`src/rtl/fpu_master.sv`:
```
// rtl/fpu_master.sv - request FIFO plus single-outstanding FPU handshake master with timeout
module fpu_master #(
    parameter int bitness = 32,
    parameter int DEPTH   = 4,
    parameter int TIMEOUT = 1024
) (
    input  logic               clock,
    input  logic               reset,
    input  logic               req_valid,
    output logic               req_ready,
    input  logic [bitness-1:0] req_a,
    input  logic [bitness-1:0] req_b,
    input  logic [3:0]         req_cmd,
    output logic               fpu_input_rdy,
    input  logic               fpu_input_ack,
    output logic [bitness-1:0] fpu_data_a,
    output logic [bitness-1:0] fpu_data_b,
    output logic [3:0]         fpu_command,
    input  logic               fpu_output_rdy,
    output logic               fpu_output_ack,
    input  logic [bitness-1:0] fpu_result,
    output logic               rsp_valid,
    input  logic               rsp_ready,
    output logic [bitness-1:0] rsp_result,
    output logic               rsp_error,
    output logic [7:0]         issued_count
);
    localparam int AW = $clog2(DEPTH);
    localparam int CW = AW + 1;
    localparam int EW = 2 * bitness + 4;
    localparam logic [CW-1:0] FULL    = CW'(DEPTH);
    localparam logic [15:0]   TMO_MAX = 16'(TIMEOUT);

    typedef enum logic [1:0] {IDLE, ISSUE, WAIT, ACK} state_t;

    state_t             r_state;
    logic [EW-1:0]      r_mem [DEPTH];
    logic [AW-1:0]      r_wr_ptr;
    logic [AW-1:0]      r_rd_ptr;
    logic [CW-1:0]      r_count;
    logic               r_nonempty_d;
    logic [15:0]        r_tmo;
    logic               r_input_rdy;
    logic               r_output_ack;
    logic               r_rsp_valid;
    logic               r_rsp_error;
    logic [bitness-1:0] r_data_a;
    logic [bitness-1:0] r_data_b;
    logic [bitness-1:0] r_rsp_result;
    logic [3:0]         r_command;
    logic [7:0]         r_issued;

    logic               w_push;
    logic               w_pop;
    logic               w_tmo_hit;
    logic [15:0]        w_tmo_next;
    logic [EW-1:0]      w_head;

    assign req_ready  = (r_count < FULL);
    assign w_push     = req_valid && req_ready;
    assign w_head     = r_mem[r_rd_ptr];
    assign w_tmo_next = (r_tmo >= TMO_MAX) ? TMO_MAX : r_tmo + 16'd1;
    assign w_tmo_hit  = (w_tmo_next == TMO_MAX);
    // The head leaves on an operand ack, or when an ISSUE timeout can actually be reported.
    assign w_pop      = (r_state == ISSUE) && (fpu_input_ack || (w_tmo_hit && !r_rsp_valid));

    always_ff @(posedge clock) begin
        if (w_push) begin
            r_mem[r_wr_ptr] <= {req_a, req_b, req_cmd};
        end
    end

    always_ff @(posedge clock) begin
        if (reset) begin
            r_wr_ptr     <= '0;
            r_rd_ptr     <= '0;
            r_count      <= '0;
            r_nonempty_d <= 1'b0;
        end else begin
            if (w_push) r_wr_ptr <= r_wr_ptr + AW'(1);
            if (w_pop)  r_rd_ptr <= r_rd_ptr + AW'(1);
            if (w_push && !w_pop)      r_count <= r_count + CW'(1);
            else if (!w_push && w_pop) r_count <= r_count - CW'(1);
            // Occupancy reaches the FSM through one register stage, giving a two-edge issue latency.
            r_nonempty_d <= (r_count != '0);
        end
    end

    always_ff @(posedge clock) begin
        if (reset) begin
            r_state      <= IDLE;
            r_tmo        <= '0;
            r_input_rdy  <= 1'b0;
            r_output_ack <= 1'b0;
            r_rsp_valid  <= 1'b0;
            r_rsp_error  <= 1'b0;
            r_rsp_result <= '0;
            r_data_a     <= '0;
            r_data_b     <= '0;
            r_command    <= '0;
            r_issued     <= '0;
        end else begin
            if (r_rsp_valid && rsp_ready) r_rsp_valid <= 1'b0;
            case (r_state)
                IDLE: begin
                    if (r_nonempty_d && (r_count != '0)) begin
                        {r_data_a, r_data_b, r_command} <= w_head;
                        r_input_rdy <= 1'b1;
                        r_tmo       <= '0;
                        r_state     <= ISSUE;
                    end
                end
                ISSUE: begin
                    r_tmo <= w_tmo_next;
                    if (fpu_input_ack) begin
                        r_input_rdy <= 1'b0;
                        r_state     <= WAIT;
                    end else if (w_tmo_hit && !r_rsp_valid) begin
                        r_input_rdy  <= 1'b0;
                        r_rsp_valid  <= 1'b1;
                        r_rsp_error  <= 1'b1;
                        r_rsp_result <= '0;
                        r_issued     <= r_issued + 8'd1;
                        r_state      <= IDLE;
                    end
                end
                WAIT: begin
                    if (fpu_output_rdy) begin
                        // A held response stalls the result without consuming timeout budget.
                        if (!r_rsp_valid) begin
                            r_output_ack <= 1'b1;
                            r_rsp_result <= fpu_result;
                            r_rsp_error  <= 1'b0;
                            r_rsp_valid  <= 1'b1;
                            r_issued     <= r_issued + 8'd1;
                            r_state      <= ACK;
                        end
                    end else begin
                        r_tmo <= w_tmo_next;
                        if (w_tmo_hit && !r_rsp_valid) begin
                            r_rsp_valid  <= 1'b1;
                            r_rsp_error  <= 1'b1;
                            r_rsp_result <= '0;
                            r_issued     <= r_issued + 8'd1;
                            r_state      <= IDLE;
                        end
                    end
                end
                ACK: begin
                    r_output_ack <= 1'b0;
                    r_state      <= IDLE;
                end
                default: r_state <= IDLE;
            endcase
        end
    end

    assign fpu_input_rdy  = r_input_rdy;
    assign fpu_data_a     = r_data_a;
    assign fpu_data_b     = r_data_b;
    assign fpu_command    = r_command;
    assign fpu_output_ack = r_output_ack;
    assign rsp_valid      = r_rsp_valid;
    assign rsp_result     = r_rsp_result;
    assign rsp_error      = r_rsp_error;
    assign issued_count   = r_issued;
endmodule

```
`config.mk`:
```
export PLATFORM = sky130hd
export DESIGN_NAME = fpu_master
export DESIGN_NICKNAME = d
export VERILOG_FILES = /design/src/rtl/fpu_master.sv
export SDC_FILE = /design/constraint.sdc
export NUM_CORES = 1
export LEC_CHECK = 0
export ABC_AREA = 1
export BUFFER_PORTS_ARGS = -buffer_cell sky130_fd_sc_hd__buf_2
export CAP_MARGIN = 30
export CORE_MARGIN = 3
export CORE_UTILIZATION = 61
export CTS_BUF_LIST = sky130_fd_sc_hd__clkbuf_16
export DETAILED_ROUTE_END_ITERATION = 10
export GPL_TIMING_DRIVEN = 0
export HOLD_SLACK_MARGIN = 0.06
export PLACE_DENSITY = 0.87
export SLEW_MARGIN = 20
export SYNTH_ARGS = -nofsm -noshare
export SYNTH_HDL_FRONTEND = slang
export SYNTH_SLANG_ARGS = --single-unit
```
`constraint.sdc`:
```
create_clock -name clock -period 7 [get_ports clock]
set_clock_uncertainty 0.1 [all_clocks]
set_input_delay 1.4 -clock clock [delete_from_list [all_inputs] [get_ports clock]]
set_output_delay 1.4 -clock clock [all_outputs]
set_load 0.005 [all_outputs]
```
==> implementation parameters <==
Parameter                              Value

Timing
  Final setup violation count ... 0
  Highest achievable clock rate ... between 300 and 400 MHz
  Worst Slack Setup Final ... 3667 ps
  Final Hold Vio Count ... 0
  Share of the cycle needed by the critical path after routing ... a little under half
  Crit path time final ... between 3000 and 4000 ps
  Count of final max-slew check failures ... 0
  Slew of the pin with the lowest slew margin ... roughly 960 ps
  Relative slew margins ... between 30 and 40%
  RSZ-0062 raised after global routing ... no

Critical path
  WP data required ... between 7000 and 8000 ps
  Kind of end point of the critical path ... flip-flop
  Cell-by-cell listing of the critical path ... inv_1 -> ha_1 -> inv_1 -> nor2_1 -> clkinv_1 -> buf_2 -> buf_1 -> nor2_1 -> nor2_1
  Start of the worst register-to-register path ... r_state[0]$_SDFFE_PP0P_
  RR Endpoint ... fpu_data_a[21]$_SDFFE_PP0P_
  CP max stage cell ... nor2_1
  Critical Path Source Type ... flip-flop
  Maximum fanout along the worst path ... 10
  Most repeated library cell on the critical path ... nor2_1
  Biggest cell delay along the critical path ... 750 ps
  Classification of the worst setup path ... flip-flop to flip-flop
  Critical path data arrival time ... 3650 ps
  Path depth of the worst reg2reg path ... 9
  Reg2reg setup slack ... approximately 3700 ps

Finish
  Fillcell total ... 1457
  Area growth from synthesis to layout ... 20.83%
  Cell area after layout ... about 19000 µm²
  Fin nets ... roughly 1800
  Fin util ... around three quarters
  FF/Latch Area ... ~11000 µm²
  Total area of multi-input combinational cells ... 4144 µm²
  Share of post-route cells with drive strength above 1 ... ~18%

Power and ir drop
  Power density normalized to cell area ... roughly 350 nW/µm²
  Highest ir drop seen on vdd ... 0.2595 mV
  Total power ... 6.612 mW
  Standby leakage power ... 7.320 nW

Synth
  Register area share after synthesis ... ~70%
  Flop and latch count out of synthesis ... slightly above 400
  Syn Inst Count ... around 1400
  Number of flops mapped to enable cells by yosys ... between 200 and 300
  Async SR Flop Fraction ... 0%
  Synthesis warning total ... 0
  Cell variety after synth ... 34
  Cell area after synthesis ... 15550 µm²
  Most instantiated flip-flop cell in the synthesis netlist ... edfxtp_1
  Synthesized net count ... approximately 1500
  Average cell area after synthesis ... between 10 and 15 µm²

Worst hold path
  Hold crit path type ... flip-flop to flip-flop
  Endpoint of the worst hold path ... r_tmo[12]$_SDFFE_PP0P_
  Launch instance of the worst min-delay path ... r_tmo[12]$_SDFFE_PP0P_
  Number of cells on the worst hold path ... 2

CTS
  Reg clk slew, reported paths ... 60 ps
  Hold buffer count at CTS ... 0
  Clock root buffer master ... clkbuf_16
  Sinks on the clock net ... between 400 and 500
  Cells resized by post-CTS repair ... 0
  Number of buffers on the longest clock path ... 3
  CTS tree ... built
  Number of buffers inserted to repair setup after CTS ... 0
  CTS HTree Levels ... 2
  CTS Buf Count ... 40
  Worst-Skew Late Latency ... roughly 540 ps

Outcome
  Result of the run ... finished, final reports clean

Floorplanning
  I/O pin cnt ... ~220
  Core Rows ... 57
  Core Area ... between 20000 and 25000 µm²
  Overall die area ... between 20000 and 30000 µm²
  Width of the die ... approximately 170 µm
  Die Y ... 165.7 µm
  Initial core utilization ... around 63%

Routing
  Drt first-iter violations ... approximately 1300
  Mean routed wirelength per cell ... slightly below 20 µm
  Number of detailed-route iterations in the first pass ... 5
  Antenna-violating nets left ... 0
  Vias post-DR ... between 10000 and 15000
  DRC viols ... 0
  Routed wire length ... just over 40000 µm
  Average vias per placed instance ... roughly 5.9

Placement
  Post-Place Worst Slack ... ~3600 ps
  Final HPWL DP ... 25780 µm
  Final weighted congestion in routability-driven placement ... approximately 0.9
  Post-detailed-placement cell area ... roughly 17000 µm²
  # port buffers ... between 200 and 250

GRT
  Overall Global Routing Usage ... between 20 and 30%
  Total global routing overflow ... 0
  Number of global-route vias before repair ... roughly 12000
  Antenna violations before repair ... 14
  First-pass GRT wire length ... around 63000 µm
  Largest net degree at the start of global routing ... 25

Flow run
  Number of violations of the max-capacitance limit ... 0
## layout make-up
cell class              instances  area share (%)
diodes                          8          0.1065
plain buffers                  80           1.724
clock buffers                  42           5.593
clock inverters                32           1.738
inverters                      49          0.9788
multi-input cells             874           22.05
flip-flops and latches        410           58.17
well taps                     324           2.157
repair buffers                231           7.484
## where the power goes
part	total (mW)	internal (mW)	switching [mW]
Clock	2.21	1.31	0.899
Sequential	3.10	2.96	0.146
Combinational	1.30	0.421	0.874
## cells by family after synthesis
| kind of cell | after synthesis | synth area share [%] |
|---|---|---|
| compound gates | 376 | 12.81 |
| xor+xnor | 3 | 0.1690 |
| fa+ha+maj | 13 | 1.094 |
| buf+inv | 129 | 3.266 |
| flops | 410 | 70.28 |
| simple gates | 482 | 12.38 |
## registers in the layout, summed over array words and instances (netlist names), 2 cells and up
name / cells
rsp_result: 32
r_mem: 272
r_tmo: 16
fpu_data_b: 32
r_wr_ptr: 2
fpu_data_a: 32
r_count: 3
r_rd_ptr: 2
fpu_command: 4
r_state: 2
issued_count: 8
## worst max path at each step
| stage | startpoint | to | slack (ps) | depth (start not counted) |
|---|---|---|---|---|
| final | r_state[0]$_SDFFE_PP0P_ | fpu_data_a[21]$_SDFFE_PP0P_ | 3670 | 9 |
| after floorplan | req_valid | r_mem[0][0]$_DFFE_PP_ | 1990 | 2 |
| after detailed placement | req_valid | r_mem[2][32]$_DFFE_PP_ | 3640 | 5 |
| after global routing | r_state[0]$_SDFFE_PP0P_ | fpu_data_a[19]$_SDFFE_PP0P_ | 3470 | 9 |
| after global placement | req_valid | r_mem[3][67]$_DFFE_PP_ | -280 | 3 |
| after CTS | r_state[0]$_SDFFE_PP0P_ | fpu_data_a[19]$_SDFFE_PP0P_ | 3730 | 9 |
## synth_stat cells (4+ instances only)
master      n  area (µm²)
buf_1       5       18.77
o21ai_0   229        1146
inv_1      46       172.7
clkbuf_1   71       266.5
nand3_1    15       75.07
nor2_2      6       37.54
dfxtp_1   138        2763
ha_1       12       150.1
o22ai_1    68       425.4
nand2_1   133       499.2
nor3_1      4       20.02
nor2_1    311        1167
edfxtp_1  272        8168
a21oi_1    67       335.3
a31oi_1     5       31.28
## worst max-delay path: cells and delay by family (launching register included)
kind | cells | cell delay [ps]
flops | 1 | 340
fa+ha+maj | 1 | 210
buf+inv | 5 | 1490
simple gates | 3 | 1080
## layout by cell type, fill, tap and decap left out, types with 2 or more instances in the layout
| cell type | instances |
|---|---|
| a21oi_1 | 67 |
| buf_1 | 5 |
| clkinv_1 | 13 |
| buf_2 | 219 |
| bufinv_16 | 6 |
| nor3_1 | 4 |
| inv_1 | 56 |
| clkbuf_1 | 71 |
| nor2_4 | 7 |
| dfxtp_1 | 138 |
| buf_6 | 3 |
| nand3_1 | 15 |
| nand2_4 | 3 |
| ha_1 | 12 |
| nor2_2 | 6 |
| diode_2 | 8 |
| a22oi_1 | 2 |
| xor2_1 | 3 |
| edfxtp_1 | 272 |
| nand2_2 | 3 |
| o21ai_0 | 229 |
| buf_12 | 4 |
| nor2_1 | 307 |
| clkbuf_16 | 42 |
| a31oi_1 | 5 |
| nand2_1 | 133 |
| o22ai_1 | 68 |
| buf_16 | 8 |
## per-stage QoR
stage                     hold slack (ps)  instances  TNS (ps)
after floorplan                     319.0       1413         0
after global placement              328.7       1955    -42860
after detailed placement            329.8       1968         0
after CTS                           346.3       2042         0
after global routing                361.2       2047         0
final                               344.4       2050         0
## layer usage
| layer | wire length [µm] | up-vias | share of wire [%] | track usage (%) |
|---|---|---|---|---|
| met5 | 80 | - | 0.20 | 0 |
| met4 | 1665 | 14 | 4.1 | 12.12 |
| met3 | 4327 | 167 | 11 | 6.888 |
| met2 | 19640 | 779 | 49 | 47.50 |
| met1 | 14780 | 5682 | 36 | 35.53 |
| li1 | - | 5512 | - | - |
Power figures use the tool's default switching activity.
